[src/rtl/vga_fb_arbiter.sv]
// Purpose: shares one synchronous frame-buffer RAM between the VGA read path and a renderer write port.
// Latency: pixel tick at t -> read issued t+1 -> pix_rgb valid from t+2+MEM_LAT; writes go to the RAM in the handshake cycle.
// Backpressure: display reads take strict priority; wr_ready drops while a read is pending or in flight.
module vga_fb_arbiter #(
  parameter int FB_W    = 320,
  parameter int FB_H    = 240,
  parameter int ADDR_W  = 17,
  parameter int DATA_W  = 12,
  parameter int MEM_LAT = 1
) (
  input  logic              clk,
  input  logic              reset,
  input  logic              pixel_tick,
  input  logic [9:0]        x_pixel,
  input  logic [9:0]        y_pixel,
  input  logic              DE,
  input  logic              wr_valid,
  output logic              wr_ready,
  input  logic [ADDR_W-1:0] wr_addr,
  input  logic [DATA_W-1:0] wr_data,
  output logic              wr_err,
  output logic              mem_en,
  output logic              mem_we,
  output logic [ADDR_W-1:0] mem_addr,
  output logic [DATA_W-1:0] mem_wdata,
  input  logic [DATA_W-1:0] mem_rdata,
  output logic [DATA_W-1:0] pix_rgb,
  output logic              rd_overrun
);

  // Number of frame-buffer pixels as an address-width constant for range checks.
  localparam logic [ADDR_W-1:0] FB_N   = ADDR_W'(FB_W * FB_H);
  localparam logic [ADDR_W-1:0] FB_W_A = ADDR_W'(FB_W);

  typedef enum logic [0:0] {
    IDLE    = 1'b0,
    RD_WAIT = 1'b1
  } state_t;

  state_t              state, state_nxt;
  logic [1:0]          wait_cnt, wait_cnt_nxt;
  logic                rd_pend;
  logic [ADDR_W-1:0]   rd_addr;
  logic [MEM_LAT:0]    blank_pipe;
  logic                rd_issue;
  logic                rd_done;
  logic                wr_in_range;

  // 2x2 upscale: each buffer pixel covers two display columns and two rows.
  logic [9:0]          x_half;
  logic [9:0]          y_half;
  logic [ADDR_W-1:0]   req_addr;

  assign x_half      = x_pixel >> 1;
  assign y_half      = y_pixel >> 1;
  assign req_addr    = ADDR_W'(y_half) * FB_W_A + ADDR_W'(x_half);
  assign wr_in_range = (wr_addr < FB_N);

  // Arbitration FSM: state and read-latency counter.
  always_ff @(posedge clk or posedge reset) begin
    if (reset) begin
      state    <= IDLE;
      wait_cnt <= 2'd0;
    end else begin
      state    <= state_nxt;
      wait_cnt <= wait_cnt_nxt;
    end
  end

  // Next state and RAM port drive; outputs are zero whenever the port is unused.
  always_comb begin
    state_nxt    = state;
    wait_cnt_nxt = wait_cnt;
    mem_en       = 1'b0;
    mem_we       = 1'b0;
    mem_addr     = '0;
    mem_wdata    = '0;
    wr_ready     = 1'b0;
    wr_err       = 1'b0;
    rd_issue     = 1'b0;
    rd_done      = 1'b0;
    case (state)
      IDLE: begin
        if (rd_pend) begin
          mem_en       = 1'b1;
          mem_addr     = rd_addr;
          rd_issue     = 1'b1;
          state_nxt    = RD_WAIT;
          wait_cnt_nxt = 2'(MEM_LAT);
        end else if (!reset) begin
          // Reset gates the ready so no write slips through while held in reset.
          wr_ready = 1'b1;
          if (wr_valid) begin
            if (wr_in_range) begin
              mem_en    = 1'b1;
              mem_we    = 1'b1;
              mem_addr  = wr_addr;
              mem_wdata = wr_data;
            end else begin
              // Out-of-range writes are consumed and flagged, never reach the RAM.
              wr_err = 1'b1;
            end
          end
        end
      end
      RD_WAIT: begin
        wait_cnt_nxt = wait_cnt - 2'd1;
        if (wait_cnt == 2'd1) begin
          rd_done   = 1'b1;
          state_nxt = IDLE;
        end
      end
      default: begin
        state_nxt = IDLE;
      end
    endcase
  end

  // Display request capture; a newer tick replaces any still-pending request.
  always_ff @(posedge clk or posedge reset) begin
    if (reset) begin
      rd_pend <= 1'b0;
      rd_addr <= '0;
    end else begin
      if (pixel_tick) begin
        rd_pend <= DE;
        if (DE) begin
          rd_addr <= req_addr;
        end
      end else if (rd_issue) begin
        rd_pend <= 1'b0;
      end
    end
  end

  // Sticky overrun: a tick found the previous request not yet issued.
  always_ff @(posedge clk or posedge reset) begin
    if (reset) begin
      rd_overrun <= 1'b0;
    end else if (pixel_tick && rd_pend) begin
      rd_overrun <= 1'b1;
    end
  end

  // Blank tokens travel a pipe as long as the read path so black lands on the same cycle.
  always_ff @(posedge clk or posedge reset) begin
    if (reset) begin
      blank_pipe <= '0;
    end else begin
      blank_pipe <= {blank_pipe[MEM_LAT-1:0], pixel_tick && !DE};
    end
  end

  // Pixel output register: load returning read data, or black for a blank slot.
  always_ff @(posedge clk or posedge reset) begin
    if (reset) begin
      pix_rgb <= '0;
    end else if (rd_done) begin
      pix_rgb <= mem_rdata;
    end else if (blank_pipe[MEM_LAT]) begin
      pix_rgb <= '0;
    end
  end

endmodule

[config.mk]
export PLATFORM = sky130hd
export DESIGN_NAME = vga_fb_arbiter
export DESIGN_NICKNAME = d
export VERILOG_FILES = /design/src/rtl/vga_fb_arbiter.sv
export SDC_FILE = /design/constraint.sdc
export NUM_CORES = 1
export LEC_CHECK = 0
export ABC_AREA = 1
export CAP_MARGIN = 20
export CORE_ASPECT_RATIO = 0.9
export CORE_MARGIN = 3
export CORE_UTILIZATION = 35
export CTS_CLUSTER_DIAMETER = 100
export DETAILED_ROUTE_END_ITERATION = 10
export PLACE_DENSITY = 0.7
export SLEW_MARGIN = 20
export SYNTH_ARGS = -nofsm -noshare
export SYNTH_HDL_FRONTEND = slang
export SYNTH_SLANG_ARGS = --single-unit
export TNS_END_PERCENT = 5
[constraint.sdc]
create_clock -name clk -period 4.25 [get_ports clk]
set_input_delay 0.85 -clock clk [delete_from_list [all_inputs] [get_ports clk]]
set_output_delay 0.85 -clock clk [all_outputs]
set_load 0.05 [all_outputs]
After elaboration in Yosys (flattened, before gate mapping)
Cells that the tools add are included.
{"block": "totals", "ff_bits": 36, "input_bits": 66, "elab_cells": 57}
{"block": "op_classes", "n_addsub": 2, "multipliers": 1, "n_lt_le_gt_ge": 1, "eq_ne": 2, "n_mux": 37, "n_bitwise": 1, "reduce_logical": 6}
{"operator": "17-bit 2-to-1 mux", "n": 5}
{"operator": "12-bit 2-to-1 mux", "n": 7}
{"operator": "1-bit 2-to-1 mux", "n": 22}
{"operator": "17-bit by 9-bit adder with 17-bit output", "n": 1}
{"operator": "17-bit < comparator (second input constant)", "n": 1}
{"operator": "9-bit by 3-bit multiplier with 11-bit output (second input constant)", "n": 1}
{"operator": "2-bit one-hot mux with 2 select lines", "n": 1}
{"operator": "2-bit nonzero test", "n": 2}
{"operator": "2-bit by 1-bit equality test with 1-bit output (second input constant)", "n": 1}
{"operator": "1-bit logical AND", "n": 2}
{"operator": "2-bit 2-to-1 mux", "n": 1}
{"operator": "2-bit inequality test (second input constant)", "n": 1}
{"operator": "1-bit one-hot mux with 2 select lines", "n": 1}
{"operator": "2-bit AND reduction", "n": 1}
{"operator": "2-bit by 1-bit subtractor with 2-bit output (second input constant)", "n": 1}
{"operator": "1-bit logical NOT", "n": 1}
{"operator": "1-bit NOT", "n": 1}

Logic depth before layout (Yosys ltp)
Gate-level depths: netlist of run 1.
{"block": "depth", "depth_word": 6, "ltp_mapped": 14, "mapped_depth_nobuf": 14}

Worst setup path after synthesis of run 1
OpenSTA, ideal clock, no wires.
{"block": "synth_path", "path_type": "input port to output port", "start": "input port reset", "end": "output port mem_addr[10]", "t_arrival_ns": 3.100, "required_ns": 3.400, "slack_ns": 0.300, "path_stages": 6, "cell_sequence": "inv_1 > nand3_1 > nor2_4 > buf_4 > nand2_1 > a21oi_1"}
{"block": "synth_between", "elab_chain_len": 3}
{"element": "start: declaration", "line": "12", "source": "input logic reset,"}
{"element": "17-bit 2-to-1 mux", "line": "90", "source": "end else if (!reset) begin"}
{"element": "17-bit 2-to-1 mux", "line": "84", "source": "if (rd_pend) begin"}
{"element": "17-bit 2-to-1 mux", "line": "82", "source": "case (state)"}
{"element": "end: declaration", "line": "24", "source": "output logic [ADDR_W-1:0] mem_addr,"}
No other way between the ends.

Final worst setup path of run 1
{"block": "layout_path", "start": "input port wr_addr[10]", "end": "output port mem_wdata[2]"}
{"block": "layout_between", "elab_chain_len": 6}
{"element": "start: declaration", "line": "19", "source": "input logic [ADDR_W-1:0] wr_addr,"}
{"element": "17-bit < comparator", "line": "57", "source": "assign wr_in_range = (wr_addr < FB_N);"}
{"element": "12-bit 2-to-1 mux", "line": "94", "source": "if (wr_in_range) begin"}
{"element": "12-bit 2-to-1 mux", "line": "93", "source": "if (wr_valid) begin"}
{"element": "12-bit 2-to-1 mux", "line": "90"}
{"element": "12-bit 2-to-1 mux", "line": "84"}
{"element": "12-bit 2-to-1 mux", "line": "82"}
{"element": "end: declaration", "line": "25", "source": "output logic [DATA_W-1:0] mem_wdata,"}
No other way between the ends.

==> out/qor.yml, run 1 <==
rsz0062_at_grt: "false"
hold_path_class: "reg2reg"
p_sw_frac: 0.454
skew_ps: 8.43
syn_nets: 442
first_pass_iters: 4
switchingPower_w: 0.000835
cp.required_ps: 3400
drt_wl_total_um: 7340
n_fill_cell: 618
clock_sinks: 36
post-dp-hpwl_um: 5820
rows: 28
hold_viol: 0
multi_input_area_um2: 1350
worstSetupPathType: "in2out"
status: "complete, no violations"
path_cells: "clkdlybuf4s50_1, a21oi_1, o21ai_1, nand2_1, nand3_1, nor2_4, nand2_1, nor2_1, buf_12"
fmax_ghz: 0.258
setup_viol: 0
post-place-ws_ps: 380
post-route-period-util: 0.912
fin_setup_tns_ps: 0
clockRootBuffer: "clkbuf_8"
syn_avg_cell_area_um2: 6.94
numCtsBuffers: 5
peakVddDrop_mv: 0.179
die_w_um: 94.6
tightest_slew_ps: 719
crit_path_start_kind: "input port"
clk_latency_ps: 280
track_usage: 0.182
gp_congestion: 0.789
drive_gt1_frac: 0.0998
path_clk_slew_ps: 70
initial_utilization: 0.368
cts_setup_buffers: 0
antenna_cells: 0
synth_warnings: 0
tritoncts: "done"
final_nets: 546
cts_resized: 0
slowest_stage: "clkdlybuf4s50_1"
grt_overflow_total: 0
p_total_w: 0.00184
p_leak_nw: 1.96
clk_path_buf_depth: 2
grt_antenna_before_repair: 0
core_area_um2: 6730
arrival_ps: 3030
p_int_w: 0.00100
die_area_um2: 8110
syn_inst: 356
drtIter0Drc: 99
comb_power_share: 0.564
ys_seq_area_frac: 0.364
grt_max_degree: 37
vias_per_cell: 4.79
ctsHoldBuffers: 0
syn_to_final_growth_pct: 63.5
seqPwrFrac: 0.276
drv_slew: 0
timing.max_cap.violations: 0
ys_ff_latch: 36
register_area_um2: 901
io_pins: 112
cp_max_fo: 18
finalCriticalPeriod_ps: 3880
wl_per_cell_um: 13.3
endpoint_kind: "output port"
port_buffers: 109
relSlewSlack: 0.521
die_h_um: 85.7
drc: 0
cpMostUsedCell: "nand2_1"
power.density_nw_per_um2: 455
via_count: 2641
p_clk_frac: 0.160
grt_pass1_wl_um: 11700
drt.antenna.violating_nets: 0
cpPeakStageDelay_ps: 430
grt_pass1_vias: 2480
htreeDepth: 2
synth_area_um2: 2470
worst_slack_ps: 373
synth.distinct_cells: 27
## power by group through the flow
| stage | sequential, W | combinational [W] | clock [W] |
|---|---|---|---|
| 2_1_floorplan | 0.000692 | 0.000450 | 0 |
| 3_3_place_gp | 0.000509 | 0.00102 | 0 |
| 3_5_place_dp | 0.000512 | 0.00104 | 0 |
| 4_1_cts | 0.000506 | 0.00104 | 0.000300 |
| 5_1_grt | 0.000518 | 0.00111 | 0.000316 |
| 6_report | 0.000508 | 0.00104 | 0.000293 |
## layout by cell type, fill, tap and decap left out, types with 3 or more instances in the layout
master / n
a21oi_1: 25
buf_12: 31
clkbuf_8: 5
clkdlybuf4s50_1: 78
dfrtp_1: 36
ha_1: 18
inv_1: 41
nand2_1: 120
nand3_1: 44
nor2_1: 27
nor2_4: 3
o21ai_0: 11
## sequential cells by signal (all words and copies together) (netlist names)
name,cells
blank_pipe,2
wait_cnt,2
rd_pend,1
rd_overrun,1
pix_rgb,12
state,1
rd_addr,17
## cell usage after synthesis
cell      number  area, µm²
a21o_1         1       7.51
a21oi_1       25        125
a31oi_1        1       6.26
buf_1          1       3.75
buf_2          2       10.0
buf_4          1       7.51
buf_6          1       11.3
clkbuf_1       9       33.8
clkinv_1       1       3.75
dfrtp_1       36        901
fa_1           2       40.0
ha_1          18        225
inv_1         41        154
nand2_1      120        450
nand2_2        2       12.5
nand3_1       44        220
nand4_1        2       12.5
nor2_1        27        101
nor2_2         1       6.26
nor2_4         3       33.8
o21ai_0       11       55.1
o21ai_1        1       5.00
o21bai_1       2       15.0
o31ai_1        1       7.51
or2_1          1       6.26
xnor2_1        1       8.76
xor2_1         1       8.76
## kinds of logic (layout without fill, tap and decap cells)
family	Yosys count	after routing	share of synthesized area
buffers and inverters	56	161	0.0906
adders and majority gates	20	20	0.107
DFF	36	36	0.364
AOI/OAI and AO/OA	42	42	0.0896
and+or+nand+nor	200	200	0.341
xor gates and xnor gates	2	2	0.00709
## per-stage QoR
stage	cells	util	hold slack [ps]	instance area, µm²
CTS	551	0.601	353	4040
floorplan	356	-	331	2470
global route	551	0.601	371	4040
global placement	543	0.585	337	3940
detailed placement	543	0.585	337	3940
finish	551	0.601	350	4040
## cell type report
class / instances / share of cell area
Inverter: 42 / 0.0390
Sequential cell: 36 / 0.223
Timing Repair Buffer: 111 / 0.350
Clock inverter: 2 / 0.00867
Tap cell: 90 / 0.0279
Clock buffer: 6 / 0.0180
Multi-Input combinational cell: 264 / 0.333
## critical path: cells and delay by family
kind | cells | cell delay, ps
buf+inv | 2 | 600
compound gates | 2 | 310
simple gates | 5 | 1260
## final timing paths
check	endpoint	slack [ps]	start	depth (start not counted)
hold reg to reg	blank_pipe[1]	350	blank_pipe[0]	0
hold / removal	blank_pipe[1]	350	blank_pipe[0]	0
setup / recovery	mem_wdata[2]	370	wr_addr[10]	9
setup reg to reg	pix_rgb[10]	2610	wait_cnt[1]	5
min in group asynchronous	pix_rgb[2]	1050	reset	3
max in group asynchronous	rd_addr[12]	2870	reset	3
## routing by layer
metal  GRT usage  routed length [µm]
met1       0.238                3150
met2       0.299                3560
met3      0.0465                 477
met4      0.0524                 145
met5           0                   0
(Power assumes the default switching activity.)
==> run 2, diff against run 1 <==
Settings changed: ABC_CLOCK_PERIOD_IN_PS set to 4250, CAP_MARGIN 20 to not set, RECOVER_POWER set to 25.
==> out/qor.yml, run 2 (same netlist as run 1, synthesis figures left out) <==
grt_pass1_vias: 2480
grt_pass1_wl_um: 11700
seqPwrFrac: 0.277
htreeDepth: 2
syn_to_final_growth_pct: 63.4
post_dp_cell_area_um2: 3940
skew_ps: 8.42
clk_latency_ps: 280
gp_congestion: 0.789
switchingPower_w: 0.000835
hold_path_class: "reg2reg"
grt_use_met2: 0.299
largest_reg_flops: 17
finalCriticalPeriod_ps: 3880
comb_power_share: 0.564
ctsHoldBuffers: 0
wl_per_cell_um: 13.3
rows: 28
antenna_cells: 0
slowest_stage: "clkdlybuf4s50_1"
worstSetupPathType: "in2out"
tightest_slew_ps: 1950
grt_overflow_total: 0
final_area_um2: 4040
peakVddDrop_mv: 0.180
setup_viol: 0
path_cells: "clkdlybuf4s50_1, a21oi_1, o21ai_1, nand2_1, nand3_1, nor2_4, nand2_1, nor2_1, buf_12"
post-route-period-util: 0.913
core_area_um2: 6730
drive_gt1_frac: 0.0976
cpPeakStageDelay_ps: 430
numCtsBuffers: 5
die_w_um: 94.6
cts_setup_buffers: 0
p_sw_frac: 0.454
cts_resized: 0
arrival_ps: 3030
crit_path_start_kind: "input port"
via_count: 2644
relSlewSlack: -0.302
post-dp-hpwl_um: 5820
die_area_um2: 8110
hold_viol: 0
violations: "capacitance limit, slew limit"
rsz0062_at_grt: "false"
n_fill_cell: 620
clock_sinks: 36
io_pins: 112
clockRootBuffer: "clkbuf_8"
final_nets: 546
p_leak_nw: 1.95
grtUsageMet1: 0.238
drc: 0
drtIter0Drc: 105
use_met3: 0.0465
drv_slew: 37
p_total_w: 0.00184
largestRegisters: "rd_addr (17), pix_rgb (12)"
clk_path_buf_depth: 2
drt.antenna.violating_nets: 0
vias_per_cell: 4.80
port_buffers: 109
track_usage: 0.182
fmax_ghz: 0.258
status: "finished with violations"
endpoint_kind: "output port"
tritoncts: "done"
cp.required_ps: 3400
drt_wl_total_um: 7330
first_pass_iters: 4
path_clk_slew_ps: 70
die_h_um: 85.7
fin_setup_tns_ps: 0
grt.busiest_layer: "met2"
final_common_cell: "nand2_1"
grt_antenna_before_repair: 0
p_int_w: 0.00100
mostFrequentLayoutCells: "nand2_1, clkdlybuf4s50_1, nand3_1, inv_1, dfrtp_1"
regMostFlops: "rd_addr"
cp_max_fo: 18
p_clk_frac: 0.160
grt_max_degree: 37
timing.max_cap.violations: 1
cpMostUsedCell: "nand2_1"
initial_utilization: 0.368
power.density_nw_per_um2: 455
==> run 2: cell count changes in the layout (fill, tap and decap cells not counted), sizes merged <==
cell           change
clkbuf             +1
buf                -1
clkdlybuf4s50      -2
dlygate4sd3        +2
==> run 2: worst paths after layout <==
check	from	endpoint	slack, ps	cells after the start
setup reg to reg	wait_cnt[1]	pix_rgb[10]	2600	5
max in group asynchronous	reset	rd_addr[12]	1350	3
min in group asynchronous	reset	pix_rgb[9]	1780	3
hold reg to reg	blank_pipe[0]	blank_pipe[1]	350	0
setup / recovery	wr_addr[10]	mem_wdata[2]	370	9
hold / removal	blank_pipe[0]	blank_pipe[1]	350	0
==> run 2: routing by layer <==
metal,routed length (µm),vias to the layer above
met5,0,-
met4,145,0
met3,477,14
met2,3560,72
met1,3150,1220
li1,-,1338
==> run 2: cell type report <==
type                       instances  area, µm²  share of cell area
inverter                          42        158              0.0390
tap                               90        113              0.0279
multi-input combinational        264       1350               0.334
timing repair buffer             111       1410               0.350
clock buffer                       6       72.6              0.0180
sequential                        36        901               0.223
clock inverter                     2       35.0             0.00867
==> run 2: per-stage QoR <==
stage / setup slack (ps) / cells / hold slack [ps] / utilization
after floorplan: 300 / 356 / 331 / -
after global routing: 133 / 551 / 371 / 0.600
after global placement: 443 / 543 / 337 / 0.585
final: 370 / 551 / 350 / 0.600
after detailed placement: 380 / 543 / 337 / 0.585
after CTS: 365 / 551 / 353 / 0.601
==> run 2: critical path: cells and delay by family <==
family          cells  cell delay [ps]
compound gates      2              310
simple gates        5             1250
buf+inv             2              600
==> run 2: power groups by stage <==
stage | registers, W | logic (W) | clock network, W
2_1_floorplan | 0.000692 | 0.000450 | 0
3_3_place_gp | 0.000509 | 0.00102 | 0
3_5_place_dp | 0.000512 | 0.00104 | 0
4_1_cts | 0.000506 | 0.00104 | 0.000300
5_1_grt | 0.000518 | 0.00111 | 0.000316
6_report | 0.000508 | 0.00104 | 0.000294
